### config.mk
export PLATFORM = sky130hd
export DESIGN_NAME = wide_op_sequencer
export DESIGN_NICKNAME = d
export VERILOG_FILES = /design/src/rtl/wide_op_sequencer.sv
export SDC_FILE = /design/constraint.sdc
export NUM_CORES = 1
export LEC_CHECK = 0
export CAP_MARGIN = 40
export CORE_UTILIZATION = 35
export CTS_BUF_LIST = sky130_fd_sc_hd__clkbuf_16
export DETAILED_ROUTE_END_ITERATION = 7
export SLEW_MARGIN = 20
export SYNTH_ARGS = -nofsm -noshare
export SYNTH_HDL_FRONTEND = slang
export SYNTH_SLANG_ARGS = --single-unit
export TNS_END_PERCENT = 10
### constraint.sdc
create_clock -name Clk -period 3.7 [get_ports Clk]
set_input_delay 0.74 -clock Clk [delete_from_list [all_inputs] [get_ports Clk]]
set_output_delay 0.74 -clock Clk [all_outputs]
set_load 0.02 [all_outputs]
### src/rtl/wide_op_sequencer.sv
// Sequences a W-bit external ALU over two cycles to perform 2*W-bit add, subtract and shifts.
// The low byte goes first except for right shifts; the ALU carry/shift-out links the two halves.
module wide_op_sequencer #(
  parameter int W = 8
) (
  input  logic           Clk,
  input  logic           Reset,
  input  logic           Start,
  input  logic [1:0]     OpSel,
  input  logic [2*W-1:0] OperandA,
  input  logic [2*W-1:0] OperandB,
  output logic [W-1:0]   AluA,
  output logic [W-1:0]   AluB,
  output logic [1:0]     AluOp,
  output logic           AluSCin,
  input  logic [W-1:0]   AluOut,
  input  logic           AluSCout,
  output logic           Busy,
  output logic           Done,
  output logic [2*W-1:0] Result,
  output logic           CarryOut,
  output logic           Zero16
);

  localparam logic [1:0] ALU_ADD = 2'b00;
  localparam logic [1:0] ALU_LSH = 2'b10;
  localparam logic [1:0] ALU_RSH = 2'b11;

  localparam logic [1:0] SEL_ADD = 2'b00;
  localparam logic [1:0] SEL_SUB = 2'b01;
  localparam logic [1:0] SEL_LSH = 2'b10;
  localparam logic [1:0] SEL_RSH = 2'b11;

  typedef enum logic [1:0] {IDLE, FIRST, SECOND, DONE} state_t;

  state_t         state, state_next;
  logic [2*W-1:0] op_a, op_b;
  logic [1:0]     op_sel;
  logic [W-1:0]   scratch_lo, scratch_hi;
  logic           link;
  logic           use_hi;
  logic           in_op;
  logic [W-1:0]   byte_a, byte_b;
  logic [2*W-1:0] result_next;

  assign Busy = (state == FIRST) || (state == SECOND);
  assign Done = (state == DONE);

  always_comb begin
    state_next  = state;
    use_hi      = 1'b0;
    in_op       = 1'b0;
    AluA        = '0;
    AluB        = '0;
    AluOp       = ALU_ADD;
    AluSCin     = 1'b0;
    case (state)
      IDLE, DONE: state_next = Start ? FIRST : IDLE;
      FIRST: begin
        state_next = SECOND;
        in_op      = 1'b1;
        use_hi     = (op_sel == SEL_RSH);
      end
      SECOND: begin
        state_next = DONE;
        in_op      = 1'b1;
        use_hi     = (op_sel != SEL_RSH);
      end
      default: state_next = IDLE;
    endcase

    byte_a = use_hi ? op_a[2*W-1:W] : op_a[W-1:0];
    byte_b = use_hi ? op_b[2*W-1:W] : op_b[W-1:0];

    // Subtraction is done as A + ~B + 1 because the ALU SUB ignores SC_in.
    if (in_op) begin
      AluA = byte_a;
      case (op_sel)
        SEL_ADD: begin
          AluB    = byte_b;
          AluSCin = (state == SECOND) ? link : 1'b0;
        end
        SEL_SUB: begin
          AluB    = ~byte_b;
          AluSCin = (state == SECOND) ? link : 1'b1;
        end
        SEL_LSH: begin
          AluOp   = ALU_LSH;
          AluSCin = (state == SECOND) ? link : 1'b0;
        end
        default: begin
          AluOp   = ALU_RSH;
          AluSCin = (state == SECOND) ? link : 1'b0;
        end
      endcase
    end

    result_next = use_hi ? {AluOut, scratch_lo} : {scratch_hi, AluOut};
  end

  always_ff @(posedge Clk) begin
    if (Reset) begin
      state      <= IDLE;
      op_a       <= '0;
      op_b       <= '0;
      op_sel     <= '0;
      scratch_lo <= '0;
      scratch_hi <= '0;
      link       <= 1'b0;
      Result     <= '0;
      CarryOut   <= 1'b0;
      Zero16     <= 1'b1;
    end else begin
      state <= state_next;
      if ((state == IDLE || state == DONE) && Start) begin
        op_a   <= OperandA;
        op_b   <= OperandB;
        op_sel <= OpSel;
      end
      if (in_op) begin
        if (use_hi) scratch_hi <= AluOut;
        else        scratch_lo <= AluOut;
        link <= AluSCout;
      end
      // The second half arrives on the same edge that enters DONE, so merge it directly.
      if (state == SECOND) begin
        Result   <= result_next;
        CarryOut <= AluSCout;
        Zero16   <= (result_next == '0);
      end
    end
  end

endmodule

; After elaboration in Yosys (flattened, before gate mapping)
; Cells that the tools add are included.
; W data, S select, Z words.
[word_totals]
wordCells = 46
output_inout_bits = 39
regBits = 71
in_bits = 46
[op_classes]
bitwise_logic = 2
n_reduce_logical = 11
eq_ne = 7
mux = 16
[ops]
columns = operator, n
row1 = $mux W8, 4
row2 = $logic_not A16 Y1, 1
row3 = $mux W16, 1
row4 = $pmux W8 S2, 1
row5 = $eq A2 B2 Y1 const B, 4
row6 = $not A8 Y8, 1
row7 = $mux W1, 6
row8 = $pmux W2 S3, 1
row9 = $reduce_or A2 Y1, 3
row10 = $eq A2 B1 Y1 const B, 2
row11 = $logic_not A2 Y1, 2
row12 = $pmux W2 S2, 1
row13 = $reduce_and A2 Y1, 2
row14 = $logic_or A1 B1 Y1, 2
row15 = $mux W2, 1
row16 = $ne A2 B2 Y1 const B, 1
row17 = $pmux W1 S2, 1
row18 = $logic_and A1 B1 Y1, 1
row19 = $not A1 Y1, 1

; Depth between registers and ports, before layout
; Gate-level depths: netlist (run 1).
[logic_depth]
depth_word = 6
depth_mapped = 8
depth_no_buf = 6

; Worst setup path before layout (run 1)
; No wires, ideal clock.
[synth_path]
path_type = register -> output
startpoint = reg state[0]
endpoint = out AluB[0]
slack_ns = 1.100
arrival_time_ns = 1.860
stages_incl_launch_ff = 9
required_ns = 2.960
n_path_buf = 2
cell_sequence = dfxtp_1 -> inv_1 -> ha_1 -> buf_2 -> a21bo_2 -> buf_2 -> nand3_1 -> and3_1 -> nor3_1
[synth_via]
elab_chain_len = 6
word_cells_on_any_way = 9
classes_between = 2 x eq/ne / 5 x mux / 1 x bitwise / 1 x reduce/logical
[synth_lines]
columns = element, line_no
row1 = "start, declared", 36  ; state_t state, state_next;
row2 = "start signal, assigned", 114  ; state <= state_next;
row3 = $eq A2 B2 Y1 / $eq A2 B1 Y1 (equally long branches), 57  ; case (state)
row4 = $pmux W1 S2, 57
row5 = $mux W8, 73  ; byte_b = use_hi ? op_b[2*W-1:W] : op_b[W-1:0];
row6 = $not A8 Y8, 84  ; AluB = ~byte_b;
row7 = $pmux W8 S2, 78  ; case (op_sel)
row8 = $mux W8 (*), 76  ; if (in_op) begin
row9 = "end, declared", 13  ; output logic [W-1:0] AluB,
; Mark *: on every way between the ends. The rest lies on a longest branch, timed or not.

; Worst setup path in the final report (run 1)
[layout_path]
startpoint = reg state[0]
endpoint = out AluB[2]
; The elaborated chain is that of the path after synthesis.

==> results of run 1 <==
[cell families (layout without fill, tap and decap cells)]
kind of cell | Yosys count | count (layout) | synth area share, %
adders and majority gates | 5 | 5 | 1.95
muxes | 20 | 20 | 6.44
AOI/OAI and AO/OA | 85 | 85 | 16.4
and+or+nand+nor | 194 | 194 | 25.5
buffers and inverters | 39 | 116 | 5.42
DFF | 71 | 71 | 44.3
[critical path, cell delays in order, from the launching register on]
cell and delay [ns]:
dfxtp_1 0.39, inv_1 0.09, ha_1 0.24, a21bo_2 0.34, nand3_1 0.12, and3_1 0.17, nor3_1 0.25, clkdlybuf4s50_1 0.68
[placed cells by master (no fill, tap or decap), drive strengths merged]
cell / Yosys / layout
and4b: 1 / 1
a21oi: 54 / 54
a21boi: 1 / 1
nand3b: 1 / 1
and2: 1 / 1
nor2b: 1 / 1
mux2: 2 / 2
buf: 12 / 12
mux2i: 18 / 18
clkinv: 0 / 4
o21ai: 9 / 9
nand3: 11 / 11
clkdlybuf4s50: 0 / 83
dfxtp: 71 / 71
nor4: 2 / 2
and3: 10 / 10
a211oi: 3 / 3
a211o: 1 / 1
nand4: 1 / 1
nand2: 113 / 113
or4: 1 / 1
ha: 5 / 5
or2: 1 / 1
o211ai: 1 / 1
inv: 5 / 7
a21bo: 1 / 1
clkbuf: 22 / 9
clkinvlp: 0 / 1
nor2: 39 / 39
nor3: 12 / 12
a311oi: 14 / 14
o41ai: 1 / 1
[flip-flops by register name (all words and copies together) (netlist names), 2 cells and up]
register and cells:
scratch_lo 8, op_a 16, op_b 16, scratch_hi 8, Result 16, op_sel 2
state 2
[synthesized netlist by cell type, types with 2 or more instances]
library cell,count,area share [%]
a211oi_1,2,0.47
a21oi_1,53,8.3
a311oi_1,14,3.8
and3_1,8,1.6
buf_2,9,1.4
buf_6,2,0.70
clkbuf_1,21,2.5
dfxtp_1,71,44
ha_1,5,2.0
inv_1,5,0.59
mux2i_1,18,5.6
nand2_1,113,13
nand3_1,11,1.7
nor2_1,39,4.6
nor3_1,12,1.9
nor4_1,2,0.39
o21ai_0,9,1.4
[stage by stage]
step | worst slack [ns] | area (um^2) | std cells | utilization (%) | hold slack, ns
after floorplan | 1.10 | 3210 | 414 | - | 0.433
after global placement | 0.787 | 4100 | 582 | 46.5 | 0.444
after detailed placement | 0.730 | 4100 | 582 | 46.5 | 0.445
after CTS | 0.352 | 4360 | 598 | 49.5 | 0.452
after global routing | 0.203 | 4370 | 599 | 49.6 | 0.473
final | 0.363 | 4370 | 599 | 49.6 | 0.450
[power by group]
part	leakage [nW]	total, mW	switching, mW	internal (mW)
Sequential	0.581	0.909	0.0556	0.853
Combinational	0.909	0.614	0.342	0.272
Clock	0.133	0.746	0.305	0.441
Total	1.62	2.27	0.703	1.57
[final cells by class]
type                       count  area [um^2]
timing repair buffer          95          926
clock buffer                   9          225
inverter                       5         18.8
multi-input combinational    304         1610
fill                         871         4430
tap                          108          135
clock inverter                 7         32.5
sequential                    71         1420
[final timing paths]
kind                                 to  slack, ns  depth (start not counted)
setup / recovery                AluB[2]       0.36                          7
hold / removal    op_b[13]$_SDFFE_PP0P_       0.45                          2
setup reg to reg    Zero16$_SDFFE_PP1N_       1.36                          7
hold reg to reg   op_b[13]$_SDFFE_PP0P_       0.45                          2
[routing by layer]
metal / routed length, um / track usage (%) / share of wire [%]
met5: 0 / 0 / 0
met1: 3920 / 24.3 / 47
met3: 475 / 5.58 / 5.7
met4: 95 / 5.24 / 1.1
met2: 3910 / 29.3 / 47
==> flow_summary.toml, run 1 <==
[detailed_routing]
postRouteAntennaNets = 0
routed_wl_um = 8400
drcViolationCount = 12
vias = 3054
wl_per_cell_um = 14.0
drt-initial-drc-count = 126
firstDrtPassIters = 6
viasPerCell = 5.10

[synthesis]
ys_ff_latch = 71
syn_area_per_cell_um2 = 7.75
syn_nets = 465
synth.distinct_cells = 37
synthCells = 414
syn-cell-area_um2 = 3210
synth_edf_count = 0
seq_area_frac_synth_pct = 44.3
synth_flop_cell = "dfxtp_1"
ys.warnings.count = 0
async_flop_share_pct = 0

[grt]
grt_pass1_vias = 2954
grt_start_max_net_pins = 40
antenna_found_initial = 0
overflow = 0
grtUsageTotal_pct = 18.4
grt_pass1_wl_um = 14300

[layout]
diodes = 0
area_growth_pct = 36.3
drive_above_1_share_pct = 6.72
final_nets = 537

[sta]
finalSetupViolations = 0
report.final.slew_viol_count = 0
setup_tns_ns = 0
fin_crit_ns = 3.34
slew_headroom_pct = 51.7
hold_viol = 0
rsz0062_at_grt = "no"
fin_crit_sh_pct = 90.2
fmax_mhz = 300
tightest_slew_ns = 0.725
clock_skew_ns = 0.00612

[pwr]
ir_drop_v = 0.000255
powerDensity_nw_per_um2 = 519
p_total_mw = 2.27
leakage_nw = 1.62

[clock_network]
cts_made_buffers = 9
clk-insertion-delay-late_ns = 0.33
cts_tree = "built"
cts_root_buffer = "clkbuf_16"
clkSlewWorstSetupHoldPaths_ns = 0.05
postCtsSetupBuffers = 0
cts_hold_buf = 0
cts_buffer_depth = 2
ctsResizeCount = 0
cts.sinks = 71
htree_num_levels = 3

[floorplan]
die_w_um = 97.7
placementRows = 34
core_um2 = 8810
die_area_um2 = 9550
initial_core_util_pct = 36.4
die_h_um = 97.7
ios = 85

[critical_path]
cp.required_ns = 2.96
reg2reg_from = "state[0]$_SDFF_PP0_"
critPathLaunchType = "register"
crit_type = "register to primary output"
path_max_fanout = 11
crit_start = "state[0]$_SDFF_PP0_"
end_kind = "primary output"
worstPathArrival_ns = 2.60

[place]
dp_hpwl_um = 5760
gp_congestion = 0.783
io_buffers = 84

[hold_path]
hold_path.class = "register to register"
worstHoldStart = "op_b[13]$_SDFFE_PP0P_"

[run_status]
status = "complete, but fails checks"
violations = "DRC"

[flow_run]
max_cap_viol_count = 0
(Power assumes the default switching activity.)
==> inputs of run 2 (changes only) <==
- CTS_BUF_LIST: sky130_fd_sc_hd__clkbuf_16 -> sky130_fd_sc_hd__clkbuf_8
- REMOVE_ABC_BUFFERS: unset -> 1
- clock period: 3.7 -> 3.3 ns (I/O delays scaled with it)
==> run 2 against run 1 <==
Against the previous run: the run still ends with DRC left; non-clock buffer count stayed put; sequential share of layout area fell by 0.24 points; register-to-register slack lost 0.37 ns; critical path depth up 1; largest cell class unchanged; combinational power is 13% higher; largest power group unchanged; global-route usage increased by 0.35 points; via count down 0.79%; total power grew 9.9%; final area is 0.74% higher; highest routed layer unchanged.
==> flow_summary.toml, run 2 (synthesis results as in run 1) <==
[floorplan]
die_h_um = 97.7
placementRows = 34
die_area_um2 = 9550
core_um2 = 8810
initial_core_util_pct = 36.4
die_w_um = 97.7
ios = 85

[grt]
grt_pass1_vias = 3049
grt_use_met2_pct = 31.2
met3_usage_pct = 4.01
grtUsageTotal_pct = 18.8
antenna_found_initial = 0
grt_start_max_net_pins = 72
grt_busiest_layer = "met2"
use_met1_pct = 23.9
grt_pass1_wl_um = 14300
overflow = 0

[detailed_routing]
firstDrtPassIters = 6
postRouteAntennaNets = 0
drcViolationCount = 10
viasPerCell = 5.06
wl_per_cell_um = 14.2
routed_wl_um = 8510
vias = 3030
drt-initial-drc-count = 131

[critical_path]
critPathLaunchType = "register"
reg2reg_depth = 7
rr_endpoint = "Zero16$_SDFFE_PP1N_"
crit_start = "state[0]$_SDFF_PP0_"
cp.required_ns = 2.64
path_max_fanout = 9
worstPathArrival_ns = 2.52
endpoint = "AluB[7]"
reg2reg_from = "state[0]$_SDFF_PP0_"
end_kind = "primary output"
r2r_slack_ns = 0.99
crit_type = "register to primary output"

[hold_path]
hold_path.class = "register to register"
worstHoldStart = "op_a[4]$_SDFFE_PP0P_"

[sta]
setup_tns_ns = 0
tightest_slew_ns = 0.680
layout_setup_ws_ns = 0.122
finalSetupViolations = 0
hold_viol = 0
fin_crit_ns = 3.18
fin_crit_sh_pct = 96.3
rsz0062_at_grt = "yes"
hold_ws_ns = 0.454
report.final.slew_viol_count = 0
fmax_mhz = 315
slew_headroom_pct = 54.7
clock_skew_ns = 0.00853

[clock_network]
cts_root_buffer = "clkbuf_8"
htree_num_levels = 3
cts.sinks = 71
ctsResizeCount = 3
cts_hold_buf = 0
cts_buffer_depth = 2
clk-insertion-delay-late_ns = 0.34
cts_tree = "built"
clkSlewWorstSetupHoldPaths_ns = 0.07
postCtsSetupBuffers = 0
cts_made_buffers = 9

[pwr]
power_frac_seq_pct = 40.7
p_switching_mw = 0.768
sw_frac_of_total_pct = 30.8
p_clk_share_pct = 31.4
intPower_mw = 1.73
powerDensity_nw_per_um2 = 566
combinationalPowerShare_pct = 27.9
leakage_nw = 1.84
p_total_mw = 2.49
ir_drop_v = 0.000227

[layout]
n_fill_cell = 890
drive_above_1_share_pct = 7.54
final_nets = 537
seq_area_um2 = 1420
area_growth_pct = 37.3
stdcell_area_um2 = 4400
final_cell_mix = "113 x nand2_1, 71 x dfxtp_1, 71 x clkdlybuf4s50_1"
final_common_cell = "nand2_1"
multi_input_area_um2 = 1630
instances_no_fill = 599
top_regs = "Result (16), op_a (16), op_b (16)"
utilization_pct = 50.0
diodes = 0

[place]
gp_congestion = 0.786
io_buffers = 84
dp_cells = 583
dp_hpwl_um = 5740
placed_cell_area_um2 = 4130
preCtsSetupSlack_ns = 0.348

[run_status]
status = "complete, but fails checks"
violations = "DRC"

[flow_run]
max_cap_viol_count = 0
-- run 2: cell count changes in the layout (fill, tap and decap cells not counted), sizes merged --
| cell | before | now |
|---|---|---|
| clkinvlp | 1 | 0 |
| clkbuf | 9 | 11 |
| clkinv | 4 | 1 |
| bufinv | 0 | 2 |
| dlymetal6s2s | 0 | 12 |
| clkdlybuf4s50 | 83 | 71 |
-- run 2: final cells by class --
cell class	instances	share of cell area, %
clock buffers	11	3.44
clock inverters	5	1.65
inverters	5	0.426
multi-input cells	304	37.0
flip-flops and latches	71	32.3
well taps	108	3.07
repair buffers	95	22.2
-- run 2: layer usage --
metal | share of wire, % | up-vias
li1 | - | 1540
met1 | 48 | 1406
met4 | 1.3 | 0
met3 | 4.3 | 12
met2 | 47 | 72
met5 | 0 | -
-- run 2: power groups by stage --
stage,Sequential (mW),Combinational [mW],Clock (mW)
final,1.01,0.696,0.783
after global routing,1.03,0.769,0.839
after CTS,1.01,0.705,0.798
after detailed placement,1.03,0.700,0
after global placement,1.03,0.692,0
after floorplan,1.06,0.362,0
-- run 2: worst max-delay path, stage by stage, from the launching register on --
cell             delay (ns)
dfxtp_1                0.39
inv_1                  0.08
ha_1                   0.23
a21boi_2               0.18
buf_4                  0.18
o21ai_0                0.22
a21oi_1                0.10
nor3_1                 0.15
clkdlybuf4s50_1        0.63
-- run 2: worst min path at each step --
stage	end	slack [ns]	depth (start not counted)
after floorplan	op_b[10]$_SDFFE_PP0P_	0.43	2
after global routing	op_a[3]$_SDFFE_PP0P_	0.47	2
after global placement	op_b[10]$_SDFFE_PP0P_	0.44	2
after CTS	op_b[8]$_SDFFE_PP0P_	0.46	2
after detailed placement	op_b[8]$_SDFFE_PP0P_	0.44	2
final	op_a[4]$_SDFFE_PP0P_	0.45	2
==> RTL edit 1 (config.mk and constraints of run 2) <==
The parameter `W` goes from 8 to 10.
--- a/src/rtl/wide_op_sequencer.sv
+++ b/src/rtl/wide_op_sequencer.sv
@@ -1,7 +1,7 @@
 // Sequences a W-bit external ALU over two cycles to perform 2*W-bit add, subtract and shifts.
 // The low byte goes first except for right shifts; the ALU carry/shift-out links the two halves.
 module wide_op_sequencer #(
-  parameter int W = 8
+  parameter int W = 10
 ) (
   input  logic           Clk,
   input  logic           Reset,
Interface: changed (6 resized); port bits go from 85 to 103. No check against the original RTL was run, so the function may have changed too.
==> RTL edit 1 against run 2 <==
Worst hold slack gained 0.0045 ns; sequential cell count grew 16; power grew 20%; wire length grew 18%; synthesized area grew 18%; design area grew 18%; clock skew is essentially flat; clock power grew 17%; combinational power grew 18%; worst setup slack gained 0.043 ns; final cell count grew 18%; critical endpoint is now AluB[3]; largest power group unchanged.
==> RTL edit 1: results (changes against run 2) <==
outcome complete, no violations (was finished, violations left); initial antenna violation count 0 (unchanged); crit path DAT 2.48 ns (was 2.52 ns); post-synthesis sequential area ratio 0.4596 (was 0.4431); share of layout cells above drive strength 1 0.06993 (was 0.07536); clock transition at the registers of the reported paths 0.09 ns (was 0.07 ns); synthesized area per cell 7.847 sq um (was 7.749 sq um); Layout Cells excl Fill 708 (was 599); port bufs 102 (was 84); vias in the first global route 3245 (was 3049); fillers 1028 (was 890); Worst setup startpoint state[0]$_SDFF_PP0_ (unchanged); pin count of the biggest net entering global routing 46 (was 72); worst slew pin tran 0.8336 ns (was 0.6801 ns); synth cell count leaders nand2_1, dfxtp_1, a21oi_1 (unchanged); hold path startpoint op_a[15]$_SDFFE_PP0P_ (was op_a[4]$_SDFFE_PP0P_); Post-CTS Setup Bufs 0 (unchanged); synth top area cells dfxtp_1, nand2_1, a21oi_1, mux2i_1, nor2_1 (unchanged); biggest regs Result (20), op_a (20), op_b (20) (was Result (16), op_a (16), op_b (16)); Clock Skew 0.008980 ns (was 0.008528 ns); Reg2Reg Depth 5 (was 7); GP Congestion 0.7593 (was 0.7856); Worst R2R Setup Slack 1.24 ns (was 0.99 ns); Vias/cell 5.018 (was 5.058); Leak Pwr 1.999 nW (was 1.839 nW); Worst Path Max Fanout 13 (was 9); CP max-delay cell clkdlybuf4s50_1 (unchanged); Critical R2R Launch op_sel[0]$_SDFFE_PP0P_ (was state[0]$_SDFF_PP0_); Inst Count DP 692 (was 583); NumNets Final 626 (was 537); slowest stage delay, CP 0.65 ns (was 0.63 ns); GRT Total Usage 0.1781 (was 0.1880); post-DP HPWL 6843 um (was 5741 um); routed wire length 10010 um (was 8512 um); global-route wire length before repair 15860 um (was 14320 um); Post-synth top flop dfxtp_1 (unchanged); drt first pass iters 4 (was 6); Starting DRT DRC Count 137 (was 131); Peak VDD IR 0.2172 mV (was 0.2273 mV); Clock Latency Late Sink 0.35 ns; Min Hold Slack 0.4586 ns (was 0.4541 ns)
RTL edit 1: changes by cell type after synthesis, sizes merged, moves of 3 or more:
cell / run 2 / this run
dfxtp: 71 / 87
nand2: 113 / 124
a21oi: 54 / 64
a211oi: 3 / 12
nor2: 39 / 47
a311oi: 14 / 9
buf: 12 / 17
mux2i: 18 / 23
o21ai: 9 / 12
RTL edit 1: area by class of cell:
type,instances,share of cell area
clock buffer,9,0.02388
clock inverter,7,0.02413
inverter,5,0.003619
multi-input combinational,350,0.3597
sequential,87,0.3358
tap,136,0.03281
timing repair buffer,114,0.2200
RTL edit 1: metrics by stage:
stage | util | instance area (sq um) | worst slack, ns | setup TNS, ns
6_report | 0.4979 | 5186 | 0.1648 | 0
3_5_place_dp | 0.4696 | 4891 | 0.3242 | 0
2_1_floorplan | - | 3597 | 0.04868 | 0
5_1_grt | 0.4979 | 5186 | 0.005243 | 0
4_1_cts | 0.4944 | 5150 | -0.01224 | -0.03063
3_3_place_gp | 0.4696 | 4891 | 0.3454 | 0
RTL edit 1: final timing paths:
| kind | endpoint |
|---|---|
| hold reg to reg | op_a[15]$_SDFFE_PP0P_ |
| hold / removal | op_a[15]$_SDFFE_PP0P_ |
| setup reg to reg | Result[15]$_SDFFE_PP0N_ |
| setup / recovery | AluB[3] |
RTL edit 1: cells by family after synthesis:
logic type / count (synthesis) / share of synthesized area
AOI/OAI and AO/OA: 102 / 0.1581
DFF: 87 / 0.4596
and+or+nand+nor: 222 / 0.2559
buffers and inverters: 46 / 0.05580
adders and majority gates: 3 / 0.009905
muxes: 23 / 0.06075
RTL edit 1: routing by layer:
metal | track usage | vias to the layer above | wire length (um)
li1 | - | 1809 | -
met1 | 0.2384 | 1630 | 4729
met2 | 0.2843 | 103 | 4624
met3 | 0.03188 | 11 | 534
met4 | 0.06944 | 0 | 118
met5 | 0 | - | 0
RTL edit 1: repair_timing:
item	in CTS	in global routing
gates resized for setup	2	11
cloned	0	0
hold buffers	0	0
setup endpoints to repair	16	10
RTL edit 1: where the power goes:
group | total [mW] | switching (mW) | leakage [nW] | internal, mW
Clock | 0.917 | 0.403 | 0.125 | 0.514
Combinational | 0.822 | 0.456 | 1.16 | 0.366
Sequential | 1.24 | 0.0735 | 0.712 | 1.17
RTL edit 1: critical path: cells and delay by family (launching register included):
family          cells  cell delay (ns)
flops               1             0.36
buf+inv             2             0.70
fa+ha+maj           1             0.23
simple gates        3             0.53
compound gates      1             0.30
==> RTL edit 2 (settings of run 2) <==
Without the edit above. Re-encode `state_t` (4 states) as one-hot, 4 bits wide.
--- a/src/rtl/wide_op_sequencer.sv
+++ b/src/rtl/wide_op_sequencer.sv
@@ -31,7 +31,7 @@
   localparam logic [1:0] SEL_LSH = 2'b10;
   localparam logic [1:0] SEL_RSH = 2'b11;
 
-  typedef enum logic [1:0] {IDLE, FIRST, SECOND, DONE} state_t;
+  typedef enum logic [3:0] {IDLE = 4'b0001, FIRST = 4'b0010, SECOND = 4'b0100, DONE = 4'b1000} state_t;
 
   state_t         state, state_next;
   logic [2*W-1:0] op_a, op_b;
Formal check against the unedited RTL: same outputs for any inputs over 10 cycles, from zero or initial values and one cycle with Reset high; not proved beyond that.
==> RTL edit 2 against run 2 <==
Sequential cell count is 2 higher; worst setup slack better by 0.11 ns; clock skew hardly changed; via count is 7.9% lower; first-iteration DRC count is 18% lower; synthesized cell count is 7.7% lower; global-route usage is 2.3 points lower; design area is 4.0% lower; synthesized area is 1.6% lower; wire length is 10% lower; count of clock-buffer cells in the layout stayed put; register-to-register slack better by 0.22 ns.
Power is not compared: it rests on default switching activity, and its combinational part moved more than twofold at a synthesized area within 25%.
==> RTL edit 2: results (changes against run 2) <==
DP Area 4054 sq um (was 4131 sq um); max_slew headroom 0.5649 (was 0.5466); outcome complete, no violations (was finished, violations left); GP Congestion 0.7411 (was 0.7856); synth cell count leaders nand2_1, dfxtp_1, nor2_1 (was nand2_1, dfxtp_1, a21oi_1); Vias/cell 4.890 (was 5.058); synth unique cells 32 (was 37); clock transition at the registers of the reported paths 0.07 ns (about the same); worst flop-to-flop path endpoint Result[9]$_SDFFE_PP0N_ (was Zero16$_SDFFE_PP1N_); Post-synth ARST share 0 (unchanged); initial antenna violation count 0 (unchanged); Leak Pwr 1.731 nW; complex-gate fraction of the synthesized area 0.1418 (was 0.1642); vias in the first global route 2714 (was 3049); synthesized area per cell 8.267 sq um (was 7.749 sq um); Starting DRT DRC Count 108 (was 131); Peak VDD IR 0.2217 mV; GRT Total Usage 0.1650 (was 0.1880); NumNets Final 504 (was 537); Worst R2R Setup Slack 1.21 ns (was 0.99 ns); Critical R2R Launch state[1]$_SDFF_PP0_ (was state[0]$_SDFF_PP0_); share of layout cells above drive strength 1 0.06695 (was 0.07536); Reg2Reg Depth 6 (was 7); pin count of the biggest net entering global routing 36 (was 72); fillers 876 (was 890); post-synthesis xor/xnor area fraction 0.04715 (was 0); Worst Path Max Fanout 8 (was 9); crit path DAT 2.41 ns (was 2.52 ns); drt first pass iters 4 (was 6); hold path startpoint op_a[4]$_SDFFE_PP0P_ (unchanged); post-DP HPWL 5226 um (was 5741 um); DR vias 2792 (was 3030); synth top area cells dfxtp_1, nand2_1, mux2i_1, a21oi_1, nor2_1 (was dfxtp_1, nand2_1, a21oi_1, mux2i_1, nor2_1); adder-cell share of the synthesized area 0 (was 0.01950); Resize count post-CTS 0 (was 3); number of synthesized flops with an enable pin 0 (unchanged); mux contribution to synthesized area 0.08637 (was 0.06435); post-synthesis sequential area ratio 0.4628 (was 0.4431); global-route wire length before repair 12610 um (was 14320 um); WL/cell 13.35 um (was 14.21 um); Inst Count DP 555 (was 583); Clock Skew 0.008799 ns (was 0.008528 ns)
## RTL edit 2: worst max path at each step
stage / cells after the start / endpoint / startpoint / slack, ns
after floorplan: 5 / AluA[0] / op_sel[0]$_SDFFE_PP0P_ / -0.07
after global placement: 5 / AluB[6] / state[0]$_SDFF_PP1_ / 0.62
after detailed placement: 5 / AluB[3] / state[0]$_SDFF_PP1_ / 0.58
after CTS: 5 / AluB[3] / state[0]$_SDFF_PP1_ / 0.19
after global routing: 5 / AluB[0] / state[0]$_SDFF_PP1_ / 0.03
final: 5 / AluB[6] / state[0]$_SDFF_PP1_ / 0.23
## RTL edit 2: area by class of cell
cell class / instances / share of cell area
clock buffer: 11 / 0.03581
clock inverter: 5 / 0.005327
inverter: 2 / 0.001776
multi-input combinational: 278 / 0.3640
sequential: 73 / 0.3457
tap: 108 / 0.03196
timing repair buffer: 94 / 0.2154
## RTL edit 2: metrics by stage
stage                     setup slack, ns  setup TNS, ns  hold slack (ns)  utilization
final                              0.2343              0           0.4576       0.4848
after global routing              0.03065              0           0.4800       0.4848
after CTS                          0.1887              0           0.4588       0.4848
after detailed placement           0.5837              0           0.4488       0.4648
after global placement             0.6207              0           0.4429       0.4648
after floorplan                  -0.07362        -0.5890           0.4296            -
## RTL edit 2: logic make-up (layout without fill, tap and decap cells)
kind of cell              Yosys count  count (layout)
buffers and inverters              31             112
and+or+nand+nor                   160             160
xor gates and xnor gates           17              17
muxes                              26              26
AOI/OAI and AO/OA                  75              75
DFF                                73              73
## RTL edit 2: metal layers
| metal | global-route usage | part of all wire | vias to the layer above |
|---|---|---|---|
| met5 | 0 | 0 | - |
| met4 | 0.04937 | 0.014 | 0 |
| met3 | 0.05564 | 0.053 | 9 |
| met2 | 0.2671 | 0.45 | 71 |
| met1 | 0.2072 | 0.49 | 1279 |
| li1 | - | - | 1433 |
## RTL edit 2: worst max-delay path: stages (launching register included)
cell and delay [ns]:
dfxtp_1 0.34, or2_1 0.30, nor2_1 0.54, a22oi_1 0.15
nor2_1 0.13, clkdlybuf4s50_1 0.61
## RTL edit 2: report_power, final
group / total (mW) / leakage, nW / internal [mW] / switching [mW]
sequential: 0.933 / 0.594 / 0.913 / 0.0202
combinational: 0.208 / 1.04 / 0.0996 / 0.108
clock: 0.618 / 0.101 / 0.305 / 0.313
